==> config.mk <==
export PLATFORM = sky130hd
export DESIGN_NAME = fetch_unit_flat
export DESIGN_NICKNAME = d
export VERILOG_FILES = /design/src/rtl/fetch_unit_pkg.sv /design/src/rtl/fetch_unit_if.sv /design/src/rtl/fetch_unit_fifo.sv /design/src/rtl/fetch_unit.sv /design/src/flat_wrapper.sv
export SDC_FILE = /design/constraint.sdc
export NUM_CORES = 1
export LEC_CHECK = 0
export ABC_CLOCK_PERIOD_IN_PS = 3900
export BUFFER_PORTS_ARGS = -buffer_cell sky130_fd_sc_hd__buf_2
export CAP_MARGIN = 20
export CORE_ASPECT_RATIO = 1.4
export CORE_UTILIZATION = 49
export CTS_CLUSTER_DIAMETER = 50
export CTS_CLUSTER_SIZE = 30
export DETAILED_ROUTE_END_ITERATION = 8
export GPL_ROUTABILITY_DRIVEN = 0
export GPL_TIMING_DRIVEN = 0
export PLACE_DENSITY = 0.76
export SLEW_MARGIN = 20
export SYNTH_ARGS = -nofsm -noshare
export SYNTH_HDL_FRONTEND = slang
export SYNTH_SLANG_ARGS = --single-unit
==> constraint.sdc <==
create_clock -name clock -period 3.9 [get_ports clock]
set_input_delay 0.78 -clock clock [delete_from_list [all_inputs] [get_ports clock]]
set_output_delay 0.78 -clock clock [all_outputs]
set_load 0.01 [all_outputs]
==> src/rtl/fetch_unit_pkg.sv <==
`default_nettype none
// ============================================================================
// Module   : fetch_defs (package)
// Purpose  : Shared types and constants for the instruction-fetch front end.
// Revision : 1.0
// ============================================================================
package fetch_defs;

  // Fetch FSM: nothing outstanding / outstanding & kept / outstanding & dropped
  typedef enum logic [1:0] {
    ST_IDLE = 2'd0,
    ST_WAIT = 2'd1,
    ST_DROP = 2'd2
  } fetch_state_e;

  localparam logic [31:0] DEFAULT_RESET_PC = 32'h0000_0000;
  localparam int          INST_W           = 32;

  // One buffered fetch: the instruction together with the PC it came from
  typedef struct packed {
    logic [31:0]       pc;
    logic [INST_W-1:0] inst;
  } fifo_entry_t;

endpackage
`default_nettype wire

==> src/rtl/fetch_unit_if.sv <==
`default_nettype none
// ============================================================================
// Module   : fetch_if
// Purpose  : Memory request/response, redirect and instruction handshake
//            bundle between the fetch unit (master) and its environment.
// Revision : 1.0
// ============================================================================
interface fetch_if;
  import fetch_defs::*;

  logic              imem_req;
  logic [31:0]       imem_addr;
  logic              imem_rvalid;
  logic [INST_W-1:0] imem_rdata;
  logic              redirect_valid;
  logic [31:0]       redirect_pc;
  logic              inst_valid;
  logic              inst_ready;
  logic [INST_W-1:0] inst_data;
  logic [31:0]       inst_pc;
  logic [31:0]       inst_pc4;

  modport master (
    output imem_req, imem_addr, inst_valid, inst_data, inst_pc, inst_pc4,
    input  imem_rvalid, imem_rdata, redirect_valid, redirect_pc, inst_ready
  );

  modport slave (
    input  imem_req, imem_addr, inst_valid, inst_data, inst_pc, inst_pc4,
    output imem_rvalid, imem_rdata, redirect_valid, redirect_pc, inst_ready
  );
endinterface
`default_nettype wire

==> src/rtl/fetch_unit_fifo.sv <==
`default_nettype none
// ============================================================================
// Module   : fetch_fifo
// Purpose  : Small synchronous FIFO of {pc, inst} entries with flush.
//            Depth must be a power of two so the pointers wrap naturally.
// Revision : 1.0
// ============================================================================
module fetch_fifo
  import fetch_defs::*;
#(
  parameter int DEPTH = 2
) (
  input  wire logic                   clock,
  input  wire logic                   reset_n,
  input  wire logic                   push_i,
  input  wire logic                   pop_i,
  input  wire logic                   flush_i,
  input  wire fifo_entry_t            wdata_i,
  output logic [$clog2(DEPTH):0]      count_o,
  output fifo_entry_t                 head_o
);

  localparam int AW = $clog2(DEPTH);
  localparam int CW = AW + 1;

  fifo_entry_t     mem_q [DEPTH];
  logic [AW-1:0]   rd_ptr_q;
  logic [AW-1:0]   wr_ptr_q;
  logic [CW-1:0]   count_q;

  // Pointer and occupancy bookkeeping; flush discards everything at once
  always_ff @(posedge clock) begin
    if (!reset_n || flush_i) begin
      rd_ptr_q <= '0;
      wr_ptr_q <= '0;
      count_q  <= '0;
    end else begin
      if (push_i) wr_ptr_q <= wr_ptr_q + AW'(1);
      if (pop_i)  rd_ptr_q <= rd_ptr_q + AW'(1);
      case ({push_i, pop_i})
        2'b10:   count_q <= count_q + CW'(1);
        2'b01:   count_q <= count_q - CW'(1);
        default: count_q <= count_q;
      endcase
    end
  end

  // Entry storage; stale contents are never visible because count gates reads
  always_ff @(posedge clock) begin
    if (push_i && !flush_i) mem_q[wr_ptr_q] <= wdata_i;
  end

  assign count_o = count_q;
  assign head_o  = mem_q[rd_ptr_q];

endmodule
`default_nettype wire

==> src/rtl/fetch_unit.sv <==
`default_nettype none
// ============================================================================
// Module   : fetch_unit
// Purpose  : Program counter, single-outstanding fetch FSM and redirect
//            handling in front of a small instruction buffer.
// Revision : 1.0
// ============================================================================
module fetch_unit
  import fetch_defs::*;
#(
  parameter logic [31:0] RESET_PC   = DEFAULT_RESET_PC,
  parameter int          FIFO_DEPTH = 2
) (
  input  wire logic clock,
  input  wire logic reset_n,
  fetch_if.master   bus
);

  localparam int CW = $clog2(FIFO_DEPTH) + 1;
  localparam int OW = CW + 1;

  fetch_state_e  state_q, state_d;
  logic [31:0]   fetch_pc_q, fetch_pc_d;
  logic [31:0]   req_pc_q, req_pc_d;

  logic [CW-1:0] count;
  fifo_entry_t   head;
  fifo_entry_t   wentry;
  logic          inst_valid;
  logic          push, pop, credit, issue;
  logic [OW-1:0] occ;

  assign inst_valid = (count != '0);
  assign wentry     = '{pc: req_pc_q, inst: bus.imem_rdata};

  // State, PC and in-flight request PC registers
  always_ff @(posedge clock) begin
    if (!reset_n) begin
      state_q    <= ST_IDLE;
      fetch_pc_q <= RESET_PC;
      req_pc_q   <= '0;
    end else begin
      state_q    <= state_d;
      fetch_pc_q <= fetch_pc_d;
      req_pc_q   <= req_pc_d;
    end
  end

  // Next-state, issue decision and buffer control; redirect dominates
  always_comb begin
    state_d    = state_q;
    fetch_pc_d = fetch_pc_q;
    req_pc_d   = req_pc_q;

    push = bus.imem_rvalid && (state_q == ST_WAIT) && !bus.redirect_valid;
    pop  = inst_valid && bus.inst_ready && !bus.redirect_valid;
    // Reserve a slot for the response of any request we issue now
    occ    = OW'(count) + OW'(push) + OW'(1) - OW'(pop);
    credit = (occ <= OW'(FIFO_DEPTH));
    issue  = reset_n && !bus.redirect_valid && credit &&
             ((state_q == ST_IDLE) || bus.imem_rvalid);

    if (bus.redirect_valid) begin
      fetch_pc_d = bus.redirect_pc & ~32'h0000_0003;
      // A request still in flight must have its response thrown away
      state_d = ((state_q != ST_IDLE) && !bus.imem_rvalid) ? ST_DROP : ST_IDLE;
    end else if (issue) begin
      fetch_pc_d = fetch_pc_q + 32'd4;
      req_pc_d   = fetch_pc_q;
      state_d    = ST_WAIT;
    end else if ((state_q != ST_IDLE) && bus.imem_rvalid) begin
      state_d = ST_IDLE;
    end
  end

  fetch_fifo #(
    .DEPTH (FIFO_DEPTH)
  ) u_fifo (
    .clock   (clock),
    .reset_n (reset_n),
    .push_i  (push),
    .pop_i   (pop),
    .flush_i (bus.redirect_valid),
    .wdata_i (wentry),
    .count_o (count),
    .head_o  (head)
  );

  assign bus.imem_req   = issue;
  assign bus.imem_addr  = issue ? fetch_pc_q : 32'h0;
  assign bus.inst_valid = inst_valid;
  assign bus.inst_data  = inst_valid ? head.inst : '0;
  assign bus.inst_pc    = inst_valid ? head.pc : 32'h0;
  assign bus.inst_pc4   = inst_valid ? (head.pc + 32'd4) : 32'h0;

endmodule
`default_nettype wire

==> src/flat_wrapper.sv <==
// flat-port wrapper written by rule: the top's interface ports become plain ports
module fetch_unit_flat import fetch_defs::*;
#(
  parameter logic [31:0] RESET_PC   = DEFAULT_RESET_PC,
  parameter int          FIFO_DEPTH = 2
)
  (clock, reset_n, bus_imem_req, bus_imem_addr, bus_inst_valid, bus_inst_data, bus_inst_pc, bus_inst_pc4, bus_imem_rvalid, bus_imem_rdata, bus_redirect_valid, bus_redirect_pc, bus_inst_ready);
  fetch_if bus_i ();
  input  wire logic clock;
  input  wire logic reset_n;
  output wire logic [$bits(bus_i.imem_req)-1:0] bus_imem_req;
  output wire logic [$bits(bus_i.imem_addr)-1:0] bus_imem_addr;
  output wire logic [$bits(bus_i.inst_valid)-1:0] bus_inst_valid;
  output wire logic [$bits(bus_i.inst_data)-1:0] bus_inst_data;
  output wire logic [$bits(bus_i.inst_pc)-1:0] bus_inst_pc;
  output wire logic [$bits(bus_i.inst_pc4)-1:0] bus_inst_pc4;
  input wire logic [$bits(bus_i.imem_rvalid)-1:0] bus_imem_rvalid;
  input wire logic [$bits(bus_i.imem_rdata)-1:0] bus_imem_rdata;
  input wire logic [$bits(bus_i.redirect_valid)-1:0] bus_redirect_valid;
  input wire logic [$bits(bus_i.redirect_pc)-1:0] bus_redirect_pc;
  input wire logic [$bits(bus_i.inst_ready)-1:0] bus_inst_ready;
  assign bus_imem_req = bus_i.imem_req;
  assign bus_imem_addr = bus_i.imem_addr;
  assign bus_inst_valid = bus_i.inst_valid;
  assign bus_inst_data = bus_i.inst_data;
  assign bus_inst_pc = bus_i.inst_pc;
  assign bus_inst_pc4 = bus_i.inst_pc4;
  assign bus_i.imem_rvalid = bus_imem_rvalid;
  assign bus_i.imem_rdata = bus_imem_rdata;
  assign bus_i.redirect_valid = bus_redirect_valid;
  assign bus_i.redirect_pc = bus_redirect_pc;
  assign bus_i.inst_ready = bus_inst_ready;
  fetch_unit #(.RESET_PC(RESET_PC), .FIFO_DEPTH(FIFO_DEPTH)) u_core (.clock(clock), .reset_n(reset_n), .bus(bus_i));
endmodule
# Yosys cells after proc, flatten, opt, wreduce, memory -nomap -nowiden
# Memories as Yosys holds them, arrays and structs flattened. A register that Yosys moved wholly into a read port is not among the register bits.
# Cells that the tools add are included.
dict set report classes {
  n_addsub 9
  n_mul 0
  div 0
  magnitude_cmp 1
  eq_ne 3
  shifts 0
  n_mux 15
  bitwise_logic 2
  n_reduce_logical 23
}
# cell n
set ops {}
lappend ops {{two-way mux 32 bit} 6}
lappend ops {{adder 32 x 3 -> 32 bit (second input constant)} 2}
lappend ops {{logical AND 1 bit} 10}
lappend ops {{two-way mux 2 bit} 4}
lappend ops {{nonzero test 2 bit} 4}
lappend ops {{== test 2 x 1 -> 1 bit (second input constant)} 2}
lappend ops {{two-way mux 1 bit} 4}
lappend ops {{case mux 2 bit (2 select lines)} 1}
lappend ops {{adder 2 x 1 -> 3 bit} 1}
lappend ops {{adder 3 x 1 -> 3 bit (second input constant)} 1}
lappend ops {{less-or-equal comparator 3 x 2 -> 1 bit (second input constant)} 1}
lappend ops {{logical NOT 1 bit} 3}
lappend ops {{nonzero test 3 bit} 1}
lappend ops {{subtractor 3 x 1 -> 3 bit} 1}
lappend ops {{adder 1 bit (second input constant)} 2}
lappend ops {{adder 2 x 1 -> 2 bit (second input constant)} 1}
lappend ops {{== test 2 bit (second input constant)} 1}
lappend ops {{logical NOT 2 bit} 1}
lappend ops {{logical OR 1 bit} 2}
lappend ops {{NOT 1 bit} 2}
lappend ops {{AND reduction 2 bit} 1}
lappend ops {{OR reduction 2 bit} 1}
lappend ops {{subtractor 2 x 1 -> 2 bit (second input constant)} 1}
dict set report totals {
  register_bits 70
  latchBits 0
  ramBits 128
  rom_bits 0
  in_bits 69
  word_cells 61
  mem_count 1
}
# memory words width read_ports rd_clocked_by_memory_dff wr line
set mem_list {}
lappend mem_list {u_core.u_fifo.mem_q 2 64 1 1 1 fetch_unit_fifo.sv:26} ;# fifo_entry_t mem_q [DEPTH];

# Longest topological paths before layout
dict set report logic_depth {
  ltp_word 11
  ltp_mapped 14
}

# By module
# Synthesis repeated with hierarchy kept, for this count alone.
dict set report hier_totals {
  cells_unflattened 809
  hier_area_um2 9059.9
}
# mod n_inst cells_per_inst area_per_inst_um2
set by_module_without_submodules {}
lappend by_module_without_submodules {fetch_fifo 1 221 4840.9}
lappend by_module_without_submodules {fetch_unit 1 588 4219.0}

# Least setup slack after synthesis
# Ideal clock, no wire load.
dict set report synth_path {
  path_type {input -> register}
  startpoint {in bus_redirect_valid}
  endpoint {mem u_core.u_fifo.mem_q[0][0] (netlist name), enable pin}
  arrival_time_ns 3.617
  required_time_ns 3.418
  slack_ns -0.199
  path_stages 3
  path_buffers 0
  path_cell_list {inv_1 -> nand4b_1 -> nor2_1}
}
dict set report synth_between {
  elab_chain_len 5
}
# item line
set synth_lines {}
lappend synth_lines {{start: declaration} flat_wrapper.sv:19} ;# input wire logic [$bits(bus_i.redirect_valid)-1:0] bus_redirect_valid;
lappend synth_lines {{logical NOT 1 bit *} {fetch_unit_fifo.sv:50, fetch_unit.sv:55}}
lappend synth_lines {{logical AND 1 bit} fetch_unit.sv:55} ;# push = bus.imem_rvalid && (state_q == ST_WAIT) && !bus.redirect_valid;
lappend synth_lines {{logical AND 1 bit *} fetch_unit_fifo.sv:50} ;# if (push_i && !flush_i) mem_q[wr_ptr_q] <= wdata_i;
lappend synth_lines {{two-way mux 1 bit *} fetch_unit_fifo.sv:50}
lappend synth_lines {{two-way mux 1 bit (not written as such) *} fetch_unit_fifo.sv:50}
lappend synth_lines {{end: declaration} fetch_unit_fifo.sv:26}
# Every way passes the cells marked *; elsewhere a longest branch is shown, timed or not.

# Worst setup path in the final report
dict set report layout_path {
  startpoint {in bus_redirect_valid}
  endpoint {out bus_imem_addr[12]}
}
dict set report layout_between {
  elab_chain_len 9
  word_cells_on_any_way 11
}
# item line
set layout_lines {}
lappend layout_lines {{logical NOT 1 bit *} {fetch_unit.sv:55, fetch_unit.sv:56, fetch_unit.sv:60}}
lappend layout_lines {{logical AND 1 bit} fetch_unit.sv:55}
lappend layout_lines {{adder 2 x 1 -> 3 bit} fetch_unit.sv:58} ;# occ = OW'(count) + OW'(push) + OW'(1) - OW'(pop);
lappend layout_lines {{adder 3 x 1 -> 3 bit} fetch_unit.sv:58}
lappend layout_lines {{subtractor 3 x 1 -> 3 bit} fetch_unit.sv:58}
lappend layout_lines {{less-or-equal comparator 3 x 2 -> 1 bit} fetch_unit.sv:59} ;# credit = (occ <= OW'(FIFO_DEPTH));
lappend layout_lines {{logical AND 1 bit * (2 in series)} fetch_unit.sv:60} ;# issue = reset_n && !bus.redirect_valid && credit &&
lappend layout_lines {{two-way mux 32 bit *} fetch_unit.sv:90} ;# assign bus.imem_addr = issue ? fetch_pc_q : 32'h0;
lappend layout_lines {{end: declaration} flat_wrapper.sv:12} ;# output wire logic [$bits(bus_i.imem_addr)-1:0] bus_imem_addr;
# Marked as above.

==> key figures <==
Final layout
  – Final nets: 1144
  – Multi-input gate area: 0.00384 sq mm
  – Layout cell share with drive strength beyond 1: 31.0%
  – Ant. Diodes: 0
  – Register Area: 0.00507 sq mm
  – Fillcell total: 1415
  – Area Growth Syn to Fin: 27.7%

Floorplanning
  – Initial core utilization: 50.2%
  – Die W: 117 microns
  – Die area: between 0.015 and 0.02 sq mm
  – Cell Rows: slightly below 60
  – Die H: 163 microns
  – I/O pin count: a little under 200
  – Core Region: 0.0181 sq mm

STA
  – Fin worst setup slack: -0.0167 ns
  – Period utilization: 100%
  – Final hold violation count: 0
  – Tightest Pin Transition: 0.749 ns
  – Slew HR: 50.1%
  – Final setup viols: 10
  – Clock Skew: a little over 0.009 ns
  – Crit path time final: 3.92 ns
  – Fin. max-slew vios: 0
  – Maximum clock frequency: 255 MHz
  – Final TNS setup: -0.0751 ns

CTS
  – Hold-fix buffer count after cts: 0
  – CTS sink cnt: 191
  – Clock-pin transition on the worst setup and hold timing paths: 0.07 ns
  – TritonCTS clock tree: built
  – Root buffer cell: clkbuf_16
  – Worst skew pair latency: 0.43 ns
  – CTS Buffer Depth: 2
  – Total CTS buffers: 17
  – H-tree depth: 4

Global routing
  – First-pass GRT wire length: 35.2 mm
  – Initial antenna violation count: 0
  – Gr ovfl total: 0
  – Tot GR Track Use: 24.8%
  – Vias in the first global route: 6798
  – Largest net degree at the start of global routing: 33

Routing
  – Post-route antenna net violation count: 0
  – Vias/cell: 5.45
  – DRT Pass-1 Iters: 8
  – Residual DRC: 0
  – Initial drt markers: 658
  – DR WL/cell: 18.2 microns
  – Routed wire length: 24.1 mm
  – Via Count: 7202

Synthesis
  – Count leader, synth: edfxtp_1
  – Yosys warnings: 0
  – Top cell type's share of synthesized area: about two fifths
  – Primary FF master, synth: edfxtp_1
  – Ys async rst share: 0%
  – Post-synth EDFFs: around 120
  – Top cells by count, synth: edfxtp_1, nor2_1, dfxtp_1
  – Post-Syn Area per Cell: 11.0 sq um
  – Top cells by area, synth: edfxtp_1, dfxtp_1, mux2i_1, nor2_1, and2_1
  – Post-synth top area cell: edfxtp_1
  – Mapped cell area: 0.00907 sq mm
  – Syn Inst Count: 828
  – #FFs+latches synth: 191
  – Sequential-to-total area share from yosys stat: 55.8%
  – Synth unique cells: 73

Power and ir drop
  – Leak: approximately 4.6 nW
  – Worst VDD drop: 253 uV
  – Sequential power share: 53.1%
  – P_sw: 0.921 mW
  – Clock power frac: 40.4%
  – Overall Power: between 4 and 5 mW
  – Combinational Power Share: between 6 and 7%
  – Switching part of the total: between 20% and 30%
  – Cell internal pwr: 3.25 mW
  – P per Cell Area: 360 mW/mm^2

Critical path
  – Worst setup SP type: input pin
  – Req. time, crit path: 3.12 ns
  – CP arrival: 3.14 ns
  – Crit end category: output pin
  – Critical path peak fanout: 8
  – Kind of critical path: input pin to output pin

Place
  – Port bufs: 189
  – Detailed placement HPWL: ~17 mm

Hold path
  – Worst Hold Class: flop to flop

Outcome
  – Outcome: finished with violations
  – Failing checks: setup timing

Job
  – Maxcap violations: 0
## sequential cells by signal (all words and copies together), names as in the netlist, named ones only
name,cells
u_core.fetch_pc_q,30
u_core.state_q,2
u_core.u_fifo.wr_ptr_q,1
u_core.u_fifo.mem_q,124
u_core.u_fifo.count_o,2
u_core.req_pc_q,30
u_core.u_fifo.rd_ptr_q,1
## repair_timing
item / in CTS / in global routing
gates cloned: 0 / 3
pin swaps: 3 / 4
resized for setup: 57 / 49
setup endpoints to repair: 92 / 31
buffers inserted: 8 / 14
## critical path, stage by stage
cell and delay [ns]:
buf_6 0.11, inv_4 0.08, clkbuf_16 0.14, nand3_4 0.09, fa_2 0.42, inv_2 0.10
ha_4 0.12, or3b_4 0.38, a211o_4 0.40, clkinv_8 0.10, clkbuf_16 0.14, and2_4 0.15
buf_6 0.11
## per-layer routing
layer | routed length, microns | GRT usage (%) | share of wire [%] | vias up
li1 | - | - | - | 3448
met4 | 645 | 10.8 | 2.7 | 0
met5 | 0 | 0 | 0 | -
met2 | 12800 | 45.2 | 53 | 333
met1 | 8940 | 27.3 | 37 | 3378
met3 | 1710 | 4.99 | 7.1 | 43
## power by group through the flow
stage,sequential [mW],combinational (mW),clock [mW]
global placement,2.26,0.209,0
CTS,2.22,0.239,1.70
floorplan,2.25,0.124,0
detailed placement,2.26,0.216,0
finish,2.22,0.271,1.68
global route,2.22,0.294,1.77
## metrics by stage
step | hold WS, ns | instance area [sq um] | worst slack, ns | instances | util, %
2_1_floorplan | 0.417 | 9090 | 0.00359 | 833 | -
3_3_place_gp | 0.425 | 10300 | -1.00 | 1262 | 57.2
3_5_place_dp | 0.431 | 10400 | -0.991 | 1265 | 57.6
4_1_cts | 0.447 | 11200 | 0.000849 | 1305 | 62.2
5_1_grt | 0.469 | 11600 | -0.0477 | 1322 | 64.1
6_report | 0.451 | 11600 | -0.0167 | 1322 | 64.1
## logic make-up (layout without fill, tap and decap cells)
kind of cell,count (synthesis),in the layout,share of synthesized area (%)
muxes,67,67,7.71
other,1,6,0.0413
AOI/OAI and AO/OA,131,131,10.2
adders and majority gates,6,6,0.910
DFF,191,191,55.8
xor gates and xnor gates,35,35,3.38
and+or+nand+nor,323,323,18.3
buffers and inverters,74,323,3.67
## cell type report
type                       count  area share [%]
timing repair buffer         217            11.7
clock buffer                  18            3.70
buffer                        55            3.10
tap                          240            2.59
multi-input combinational    568            33.2
clock inverter                14            1.23
inverter                      19           0.767
sequential                   191            43.8
## cell usage in the layout (no fill, tap or decap), types with 8 or more instances in the layout
cell	Yosys	final
o21a_1	30	30
nor2_1	95	90
clkbuf_1	34	30
mux2i_1	58	58
dfxtp_1	67	65
o21ai_0	35	35
buf_4	7	30
o31ai_1	8	8
edfxtp_1	124	124
xnor2_1	23	23
nand2_1	64	60
nor3_1	11	11
nand3_1	29	28
buf_6	2	20
buf_2	11	181
inv_1	18	13
and2_1	53	28
nand4_1	14	14
xor2_1	12	12
a21oi_1	15	15
and2_4	0	25
clkbuf_16	0	22
## worst paths after layout
path                                          from                                   end  slack (ns)  depth (start not counted)
min reg2reg        u_core.req_pc_q[8]$_SDFFE_PN0P_  u_core.u_fifo.mem_q[0][40]$_DFFE_PP_        0.45                          0
min                u_core.req_pc_q[8]$_SDFFE_PN0P_  u_core.u_fifo.mem_q[0][40]$_DFFE_PP_        0.45                          0
max reg2reg  u_core.u_fifo.count_o[1]$_SDFFE_PP0P_    u_core.fetch_pc_q[14]$_SDFFE_PN0P_        0.71                         14
max                             bus_redirect_valid                     bus_imem_addr[12]       -0.02                         13
Power figures use the tool's default switching activity.
